===== src/rtl/link_emu_pkg.sv =====
// Shared types and constants for the SERDES link emulator.
package link_emu_pkg;

  // Injection schedule states.
  typedef enum logic [2:0] {
    IDLE,
    WAIT,
    BURST,
    GAP,
    DONE
  } emu_state_e;

  // 64b/66b sync header values.
  localparam logic [1:0] HDR_DATA    = 2'b01;
  localparam logic [1:0] HDR_CTRL    = 2'b10;
  localparam logic [1:0] HDR_INVALID = 2'b00;

  // Deepest supported delay line.
  localparam int DELAY_MAX = 16;

endpackage


===== src/rtl/link_emu_delay.sv =====
// Fixed-depth block delay line with a synchronous, active-low zeroing reset.
module link_emu_delay #(
  parameter int WIDTH = 66,
  parameter int DEPTH = 6
) (
  input  logic             tx_clk,
  input  logic             tx_rst,
  input  logic [WIDTH-1:0] d,
  output logic [WIDTH-1:0] q
);

  logic [WIDTH-1:0] stage [DEPTH];

  // Shift one stage per cycle; reset flushes every stage.
  always_ff @(posedge tx_clk) begin
    if (!tx_rst) begin
      // NOTE: every stage is cleared on reset, not just the last one, so no
      // pre-reset block can leak out of the line after reset is released.
      for (int i = 0; i < DEPTH; i++) stage[i] <= '0;
    end else begin
      // NOTE: non-blocking assignments make every stage read its neighbour's
      // old value, which is what turns this loop into a shift register.
      stage[0] <= d;
      for (int i = 1; i < DEPTH; i++) stage[i] <= stage[i-1];
    end
  end

  assign q = stage[DEPTH-1];

endmodule


===== src/rtl/serdes_link_emu.sv =====
// SERDES TX channel model: fixed block delay plus scheduled sync-header
// corruption with a saturating injection counter.
// Optional build macro LINK_EMU_BITFLIP_EN adds payload bit flips during
// bursts (cfg_flip_mask input, flip_count output).
module serdes_link_emu
  import link_emu_pkg::*;
#(
  parameter int DATA_WIDTH = 64,
  parameter int HDR_WIDTH  = 2,
  parameter int DELAY      = 6,
  parameter int CNT_WIDTH  = 16
) (
  input  logic                  tx_clk,
  input  logic                  tx_rst,
  input  logic [DATA_WIDTH-1:0] in_data,
  input  logic [HDR_WIDTH-1:0]  in_hdr,
  input  logic                  cfg_corrupt_en,
  input  logic [HDR_WIDTH-1:0]  cfg_corrupt_hdr,
  input  logic [CNT_WIDTH-1:0]  cfg_corrupt_start,
  input  logic [CNT_WIDTH-1:0]  cfg_corrupt_len,
  input  logic [CNT_WIDTH-1:0]  cfg_corrupt_period,
  input  logic                  cfg_count_clr,
`ifdef LINK_EMU_BITFLIP_EN
  input  logic [DATA_WIDTH-1:0] cfg_flip_mask,
  output logic [CNT_WIDTH-1:0]  flip_count,
`endif
  output logic [DATA_WIDTH-1:0] out_data,
  output logic [HDR_WIDTH-1:0]  out_hdr,
  output logic                  corrupt_active,
  output logic                  corrupt_done,
  output logic [CNT_WIDTH-1:0]  corrupt_count
);

  // Out-of-range depths are clamped into 1..DELAY_MAX.
  localparam int DEPTH = (DELAY > DELAY_MAX) ? DELAY_MAX : ((DELAY < 1) ? 1 : DELAY);
  localparam logic [CNT_WIDTH-1:0] CNT_ONE = CNT_WIDTH'(1);

  logic [DATA_WIDTH-1:0] dly_data;
  logic [HDR_WIDTH-1:0]  dly_hdr;

  emu_state_e           state_q, state_d;
  logic [CNT_WIDTH-1:0] cnt_q, cnt_d;
  logic                 cfg_load;
  logic                 burst_hit;

  logic [CNT_WIDTH-1:0] len_q;
  logic [CNT_WIDTH-1:0] period_q;
  logic [HDR_WIDTH-1:0] hdr_q;
`ifdef LINK_EMU_BITFLIP_EN
  logic [DATA_WIDTH-1:0] mask_q;
`endif

  link_emu_delay #(
    .WIDTH (DATA_WIDTH + HDR_WIDTH),
    .DEPTH (DEPTH)
  ) u_delay (
    .tx_clk (tx_clk),
    .tx_rst (tx_rst),
    .d      ({in_data, in_hdr}),
    .q      ({dly_data, dly_hdr})
  );

  // Schedule next-state and counter reload; dropping enable wins everywhere.
  always_comb begin
    // NOTE: defaults first, so every path assigns every output and no latch
    // is inferred.
    state_d  = state_q;
    cnt_d    = cnt_q;
    cfg_load = 1'b0;
    if (!cfg_corrupt_en) begin
      state_d = IDLE;
    end else begin
      unique case (state_q)
        IDLE: begin
          cfg_load = 1'b1;
          if (cfg_corrupt_len == '0) begin
            state_d = DONE;
          end else if (cfg_corrupt_start == '0) begin
            state_d = BURST;
            cnt_d   = cfg_corrupt_len - CNT_ONE;
          end else begin
            state_d = WAIT;
            cnt_d   = cfg_corrupt_start - CNT_ONE;
          end
        end
        WAIT, GAP: begin
          if (cnt_q == '0) begin
            state_d = BURST;
            cnt_d   = len_q - CNT_ONE;
          end else begin
            cnt_d = cnt_q - CNT_ONE;
          end
        end
        BURST: begin
          if (cnt_q == '0) begin
            if (period_q == '0) begin
              state_d = DONE;
            end else begin
              state_d = GAP;
              cnt_d   = period_q - CNT_ONE;
            end
          end else begin
            cnt_d = cnt_q - CNT_ONE;
          end
        end
        DONE:    state_d = DONE;
        default: state_d = IDLE;
      endcase
    end
  end

  // A BURST cycle only corrupts if enable is still held on that edge.
  assign burst_hit = (state_q == BURST) && cfg_corrupt_en;

  // Schedule state, counter and configuration snapshot taken on leaving IDLE.
  always_ff @(posedge tx_clk) begin
    if (!tx_rst) begin
      state_q  <= IDLE;
      cnt_q    <= '0;
      len_q    <= '0;
      period_q <= '0;
      hdr_q    <= '0;
`ifdef LINK_EMU_BITFLIP_EN
      mask_q   <= '0;
`endif
    end else begin
      state_q <= state_d;
      cnt_q   <= cnt_d;
      if (cfg_load) begin
        len_q    <= cfg_corrupt_len;
        period_q <= cfg_corrupt_period;
        hdr_q    <= cfg_corrupt_hdr;
`ifdef LINK_EMU_BITFLIP_EN
        mask_q   <= cfg_flip_mask;
`endif
      end
    end
  end

  // Substitution flag aligned with the final delay stage, plus saturating counters.
  always_ff @(posedge tx_clk) begin
    if (!tx_rst) begin
      corrupt_active <= 1'b0;
      corrupt_count  <= '0;
`ifdef LINK_EMU_BITFLIP_EN
      flip_count     <= '0;
`endif
    end else begin
      corrupt_active <= burst_hit;
      if (cfg_count_clr)
        corrupt_count <= '0;
      else if (burst_hit && (corrupt_count != '1))
        corrupt_count <= corrupt_count + CNT_ONE;
`ifdef LINK_EMU_BITFLIP_EN
      if (cfg_count_clr)
        flip_count <= '0;
      else if (burst_hit && (mask_q != '0) && (flip_count != '1))
        flip_count <= flip_count + CNT_ONE;
`endif
    end
  end

  assign corrupt_done = (state_q == DONE);
  assign out_hdr      = corrupt_active ? hdr_q : dly_hdr;
`ifdef LINK_EMU_BITFLIP_EN
  assign out_data     = corrupt_active ? (dly_data ^ mask_q) : dly_data;
`else
  assign out_data     = dly_data;
`endif

endmodule


===== config.mk =====
export PLATFORM = sky130hd
export DESIGN_NAME = serdes_link_emu
export DESIGN_NICKNAME = d
export VERILOG_FILES = /design/src/rtl/link_emu_pkg.sv /design/src/rtl/link_emu_delay.sv /design/src/rtl/serdes_link_emu.sv
export SDC_FILE = /design/constraint.sdc
export NUM_CORES = 1
export LEC_CHECK = 0
export BUFFER_PORTS_ARGS = -buffer_cell sky130_fd_sc_hd__buf_2
export CAP_MARGIN = 30
export CORE_MARGIN = 2
export CORE_UTILIZATION = 35
export CTS_CLUSTER_SIZE = 14
export DETAILED_ROUTE_END_ITERATION = 8
export PLACE_DENSITY = 0.5
export SKIP_CTS_REPAIR_TIMING = 1
export SYNTH_ARGS = -nofsm -noshare
export SYNTH_HDL_FRONTEND = slang
export SYNTH_SLANG_ARGS = --single-unit

===== constraint.sdc =====
create_clock -name tx_clk -period 3.7 [get_ports tx_clk]
set_input_delay 0.37 -clock tx_clk [delete_from_list [all_inputs] [get_ports tx_clk]]
set_output_delay 0.37 -clock tx_clk [all_outputs]
set_load 0.05 [all_outputs]

=== Word level (Yosys, flattened, before mapping) ===
Memories as Yosys holds them, arrays and structs flattened.
Cells that the tools add are included.

* Bitwise operators: 7
* Equality and inequality tests: 9
* Mux-type cells: 23
* Reduce and logical (&&, ||, !) cells: 13
* Add/sub/neg operators: 6

{| class="wikitable"
|+ Operator list
! operator !! count
|-
| 66-bit 2-to-1 mux || 6
|-
| 16-bit 2-to-1 mux || 5
|-
| 16-bit by 1-bit subtractor with 16-bit output, second input constant || 5
|-
| 16-bit logical NOT || 4
|-
| 16-bit case mux with 3 select lines || 1
|-
| 16-bit by 1-bit adder with 16-bit output, second input constant || 1
|-
| 16-bit inequality test, second input constant || 1
|-
| 3-bit 2-to-1 mux || 4
|-
| 3-bit case mux with 4 select lines || 1
|-
| 3-bit by 2-bit equality test with 1-bit output, second input constant || 2
|-
| 2-bit inequality test, second input constant || 3
|-
| 1-bit OR || 6
|-
| 1-bit 2-to-1 mux || 4
|-
| 2-bit 2-to-1 mux || 2
|-
| 2-bit AND reduction || 2
|-
| 4-bit AND reduction || 1
|-
| 2-bit OR reduction || 2
|-
| 3-bit by 1-bit equality test with 1-bit output, second input constant || 1
|-
| 3-bit equality test, second input constant || 1
|-
| 3-bit logical NOT || 1
|-
| 3-bit inequality test, second input constant || 1
|-
| 3-bit nonzero test || 1
|-
| 1-bit logical AND || 2
|-
| 1-bit inverter || 1
|}

* Bits in writable memories: 396
* Register bits: 70
* Memories kept: 1
* Word-level logic and storage cells: 66
* Output and inout bits: 84
* Input port bits: 120

{| class="wikitable"
|+ Memory list
! name !! words !! width !! rd ports !! clocked after memory_dff !! wr ports !! line !! source
|-
| u_delay.stage || 6 || 66 || 6 || 0 || 6 || link_emu_delay.sv:12 || <nowiki>logic [WIDTH-1:0] stage [DEPTH];</nowiki>
|}

=== Longest topological paths before layout ===
* Word-level depth: 4
* Mapped depth: 12
* Mapped depth without buffers: 11

=== By module ===
A second synthesis with hierarchy kept.

* Cells, all modules: 1,540
* Area total of the unflattened synthesis: 15,891.5 µm²

{| class="wikitable"
|+ By module, submodules not included
! module !! area each (µm²) !! times used !! sequential area each (µm²) !! cells an instance
|-
| link_emu_delay || 11,110.7 || 1 || 7,927.6 || 901
|-
| serdes_link_emu || 4,780.8 || 1 || 1,401.3 || 639
|}

=== Worst setup path before layout ===
Ideal clock, no wire load.

* Path type: input -> register
* Start: in cfg_corrupt_start[11]
* End: reg cnt_q[14]
* Setup time: 125 ps
* Path buffers: 1
* Data arrival time: 2,572 ps
* Stages on the path: 11
* Data required time: 3,575 ps
* Path slack: 1,003 ps
* Cells stage by stage: or4_4 -> nor3_2 -> buf_2 -> a21oi_1 -> ha_1 -> nand2_1 -> a31o_2 -> nor4b_4 -> xnor2_1 -> a2111oi_2 -> nor2_1

* Longest elaborated chain between the ends: 4
* Elaborated cells between the ends (all ways): 5
* Classes of those cells: add/sub: 1; mux: 3; reduce/logical: 1

{| class="wikitable"
|+ Ends and longest elaborated chain
! element !! line !! source
|-
| start: declaration || serdes_link_emu.sv:19 || <nowiki>input logic [CNT_WIDTH-1:0] cfg_corrupt_start,</nowiki>
|-
| 16-bit by 1-bit subtractor with 16-bit output or 16-bit logical NOT (tied branches) || serdes_link_emu.sv:83, serdes_link_emu.sv:78 ||
|-
| 16-bit 2-to-1 mux (*) || serdes_link_emu.sv:78 || <nowiki>end else if (cfg_corrupt_start == '0) begin</nowiki>
|-
| 16-bit 2-to-1 mux (*) || serdes_link_emu.sv:76 || <nowiki>if (cfg_corrupt_len == '0) begin</nowiki>
|-
| 16-bit case mux with 3 select lines (*) || serdes_link_emu.sv:73 || <nowiki>unique case (state_q)</nowiki>
|-
| end signal: assignment || serdes_link_emu.sv:128 || <nowiki>cnt_q <= cnt_d;</nowiki>
|-
| end: declaration || serdes_link_emu.sv:42 || <nowiki>logic [CNT_WIDTH-1:0] cnt_q, cnt_d;</nowiki>
|}

Mark *: on every way between the ends. The rest lies on a longest branch, timed or not. The select of a mux whose other input is x is not followed.
A chain may end at the register's enable or synchronous reset.

=== Worst setup path in the final report ===
* Start: reg period_q[0]
* End: reg cnt_q[2]

* Longest elaborated chain between the ends: 4
* Elaborated cells between the ends (all ways): 7
* Classes of those cells: add/sub: 1; eq/ne: 1; mux: 3; reduce/logical: 2

{| class="wikitable"
|+ Ends and longest elaborated chain
! element !! line !! source
|-
| start: declaration || serdes_link_emu.sv:47 || <nowiki>logic [CNT_WIDTH-1:0] period_q;</nowiki>
|-
| start signal: assignment || serdes_link_emu.sv:131 || <nowiki>period_q <= cfg_corrupt_period;</nowiki>
|-
| 16-bit by 1-bit subtractor with 16-bit output || serdes_link_emu.sv:100 || <nowiki>cnt_d = period_q - CNT_ONE;</nowiki>
|-
| 16-bit 2-to-1 mux || serdes_link_emu.sv:96 || <nowiki>if (period_q == '0) begin</nowiki>
|-
| 16-bit 2-to-1 mux || serdes_link_emu.sv:95 || <nowiki>if (cnt_q == '0) begin</nowiki>
|-
| 16-bit case mux with 3 select lines || serdes_link_emu.sv:73 ||
|}

Several ways; a longest one is shown, not always the timed one. The select of a mux whose other input is x is not followed.

==> flow_summary.ini <==
[run_status]
status = complete, no violations

[yosys]
syn_nets = 1592
synth_warnings = 0
ys_types = 65
syn_avg_cell_area_sq_um = 10.36
synth_top_flop_cell = dfxtp_1
synth-seq-cells = 466
synthArstFlopShare_pct = 0
netlist_area_sq_um = 15190
syn_inst = 1466
yosysSeqAreaShare_pct = 61.40
synth_edf_count = 0

[layout]
syn_to_final_growth_pct = 24.82
instances_no_fill = 2331
antenna_cells = 0
mostFrequentLayoutCell = dfxtp_1
fin_nets = 1834
fin_area_sq_um = 18970
layout-drive-gt1-share_pct = 18.56
multi_input_area_sq_um = 5538
final_core_util_pct = 44.13
regArea_sq_um = 9329
fillCellCount = 4242
layout_common_cells = dfxtp_1, and2_1, buf_2, nand2_1, a21oi_1

[cts]
worstSkewPairLatency_ns = 0.58
htreeDepth = 2
cts_tree = done
cts.clk_slew.worst_paths_ns = 0.06
cts_buffers = 49
clk_path_buf_depth = 3
clock_sinks = 466
root_buffer = clkbuf_16

[sta]
hold_ws_ns = 0.01242
min_period_over_period_pct = 75.84
rsz0062_at_grt = false
fmax_ghz = 0.3564
fin_skew_ns = 0.01383
setup_viol = 0
period_needed_ns = 2.806
worstMarginPinSlew_ns = 0.7866
hold_viol = 0
maxSlewViolCount = 0
setup_ws_ns = 0.8940
max_slew_margin_pct = 47.56
setup_tns_ns = 0

[routing]
firstDrtPassIters = 7
drtAntennaViolNets = 0
drc = 0
dr.first_iter.drc_count = 616
vias = 10130
wl_per_cell_um = 13.80
routed_wirelength_mm = 32.16
via_per_inst = 4.346

[global_routing]
grt_use_total_pct = 13.97
grt_pass1_wl_mm = 49.78
grt_pass1_vias = 9350
antenna_found_initial = 2
grt_max_degree = 245
grt_overflow = 0

[power]
peakVddDrop_mv = 0.3321
internal-power_mw = 8.459
power.density_nw_per_um2 = 575.3
total_power_mw = 10.91
p_leak_nw = 7.955
clock_power_share_pct = 45.4
sequentialPowerShare_pct = 48.0
switchingPower_mw = 2.451
combPwrFrac_pct = 6.6
swShare_pct = 22.47

[placement]
place_congestion = 0.8442
place_inst = 2189
io_buffers = 203
dp_slack_ns = 0.7726
hpwl_mm = 21.31
place_area_sq_um = 16760

[hold_path]
hold_path_class = input port to flip-flop

[die]
coreArea_sq_um = 42980
fp.dieW_um = 212.4
die_h_um = 212.4
ioPinCount = 204
start_util_pct = 35.35
rows = 76
die_area_sq_um = 45100

[critical_path]
r2r_cells = 10
arrival_ns = 3.22
cp-startpoint = period_q[0]$_SDFFE_PN0P_
max_stage_delay_ns = 0.47
critPathMaxFanout = 24
cp-start-kind = flip-flop
worstPathCellList = inv_1 -> ha_1 -> nor3b_1 -> nand2_1 -> nor4_2 -> buf_4 -> nand2_2 -> o21a_1 -> o21ai_0 -> a21oi_1
path_class = flip-flop to flip-flop
cpMaxStageDelayCell = o21a_1
critPathCapture = cnt_q[2]$_SDFFE_PN0P_
required_ns = 4.12
timing.rr.start = period_q[0]$_SDFFE_PN0P_
r2r_slack_ns = 0.89
critPathCaptureType = flip-flop
r2r-end = cnt_q[2]$_SDFFE_PN0P_

[flow_run]
maxCapViolations = 0
how the worst min path moves through the flow:
stage                                               start                              end  slack [ns]  cells after the start
final                                         in_data[55]  u_delay.stage[0][57]$_SDFF_PN0_        0.01                      2
after global placement    u_delay.stage[2][32]$_SDFF_PN0_  u_delay.stage[3][32]$_SDFF_PN0_        0.41                      1
after floorplan            u_delay.stage[0][0]$_SDFF_PN0_   u_delay.stage[1][0]$_SDFF_PN0_        0.41                      1
after global routing                          in_data[55]  u_delay.stage[0][57]$_SDFF_PN0_       0.002                      2
after CTS                                      in_data[4]   u_delay.stage[0][6]$_SDFF_PN0_       -0.05                      2
after detailed placement  u_delay.stage[0][22]$_SDFF_PN0_  u_delay.stage[1][22]$_SDFF_PN0_        0.42                      1
logic make-up (layout without fill, tap and decap cells):
kind of cell	Yosys count	in the layout	share of synthesized area, %
adder cells (fa/ha/maj)	6	6	0.4941
multiplexers	4	4	0.2800
AO/OA/AOI/OAI	157	157	6.028
buffers and inverters	84	364	2.190
AND/OR/NAND/NOR	693	693	26.38
XOR/XNOR	56	56	3.228
flip-flops	466	466	61.40
synthesized netlist by cell type (all sizes together), types with 10 or more instances:
master  count  share of area (%)
nand2     108                2.7
and2      399                 16
clkbuf     66                1.6
nor4       19                1.2
nand3      18               0.59
inv        10               0.25
nor3       28               0.96
dfxtp     466                 61
o21ai      28               0.92
xnor2      29                1.7
a21oi      80                2.6
or3        12               0.50
xor2       27                1.6
nor2       61                1.5
critical path, delay by kind of cell, from the launching register on:
kind | cells | cell delay (ns)
AOI/OAI and AO/OA | 3 | 0.80
adders and majority gates | 1 | 0.17
buffers and inverters | 2 | 0.26
DFF | 1 | 0.36
and+or+nand+nor | 4 | 1.06
registers in the layout, indices dropped and copies added (netlist names):
signal,count
len_q,16
cnt_q,16
state_q,3
period_q,16
hdr_q,2
corrupt_count,16
corrupt_active,1
u_delay.stage,396
area by class of cell:
cell class                 count  area share [%]
sequential                   466           49.19
clock inverter                21           1.286
clock buffer                  68           7.534
timing repair buffer         265           8.735
tap                          585           3.859
multi-input combinational    916           29.20
inverter                      10          0.1979
power by group through the flow:
| stage | Clock [mW] | Combinational, mW | Sequential, mW |
|---|---|---|---|
| after floorplan | 0 | 0.437 | 5.34 |
| after global placement | 0 | 0.667 | 5.34 |
| after detailed placement | 0 | 0.672 | 5.35 |
| after CTS | 5.16 | 0.676 | 5.24 |
| after global routing | 5.37 | 0.795 | 5.25 |
| final | 4.96 | 0.716 | 5.24 |
metal layers:
layer | global-route usage, % | part of all wire (%) | vias to the layer above
li1 | - | - | 5254
met1 | 18.52 | 48 | 4543
met2 | 20.70 | 42 | 258
met3 | 4.697 | 6.4 | 72
met4 | 5.908 | 3.3 | 4
met5 | 0 | 0.084 | -
Power figures use the tool's default switching activity.
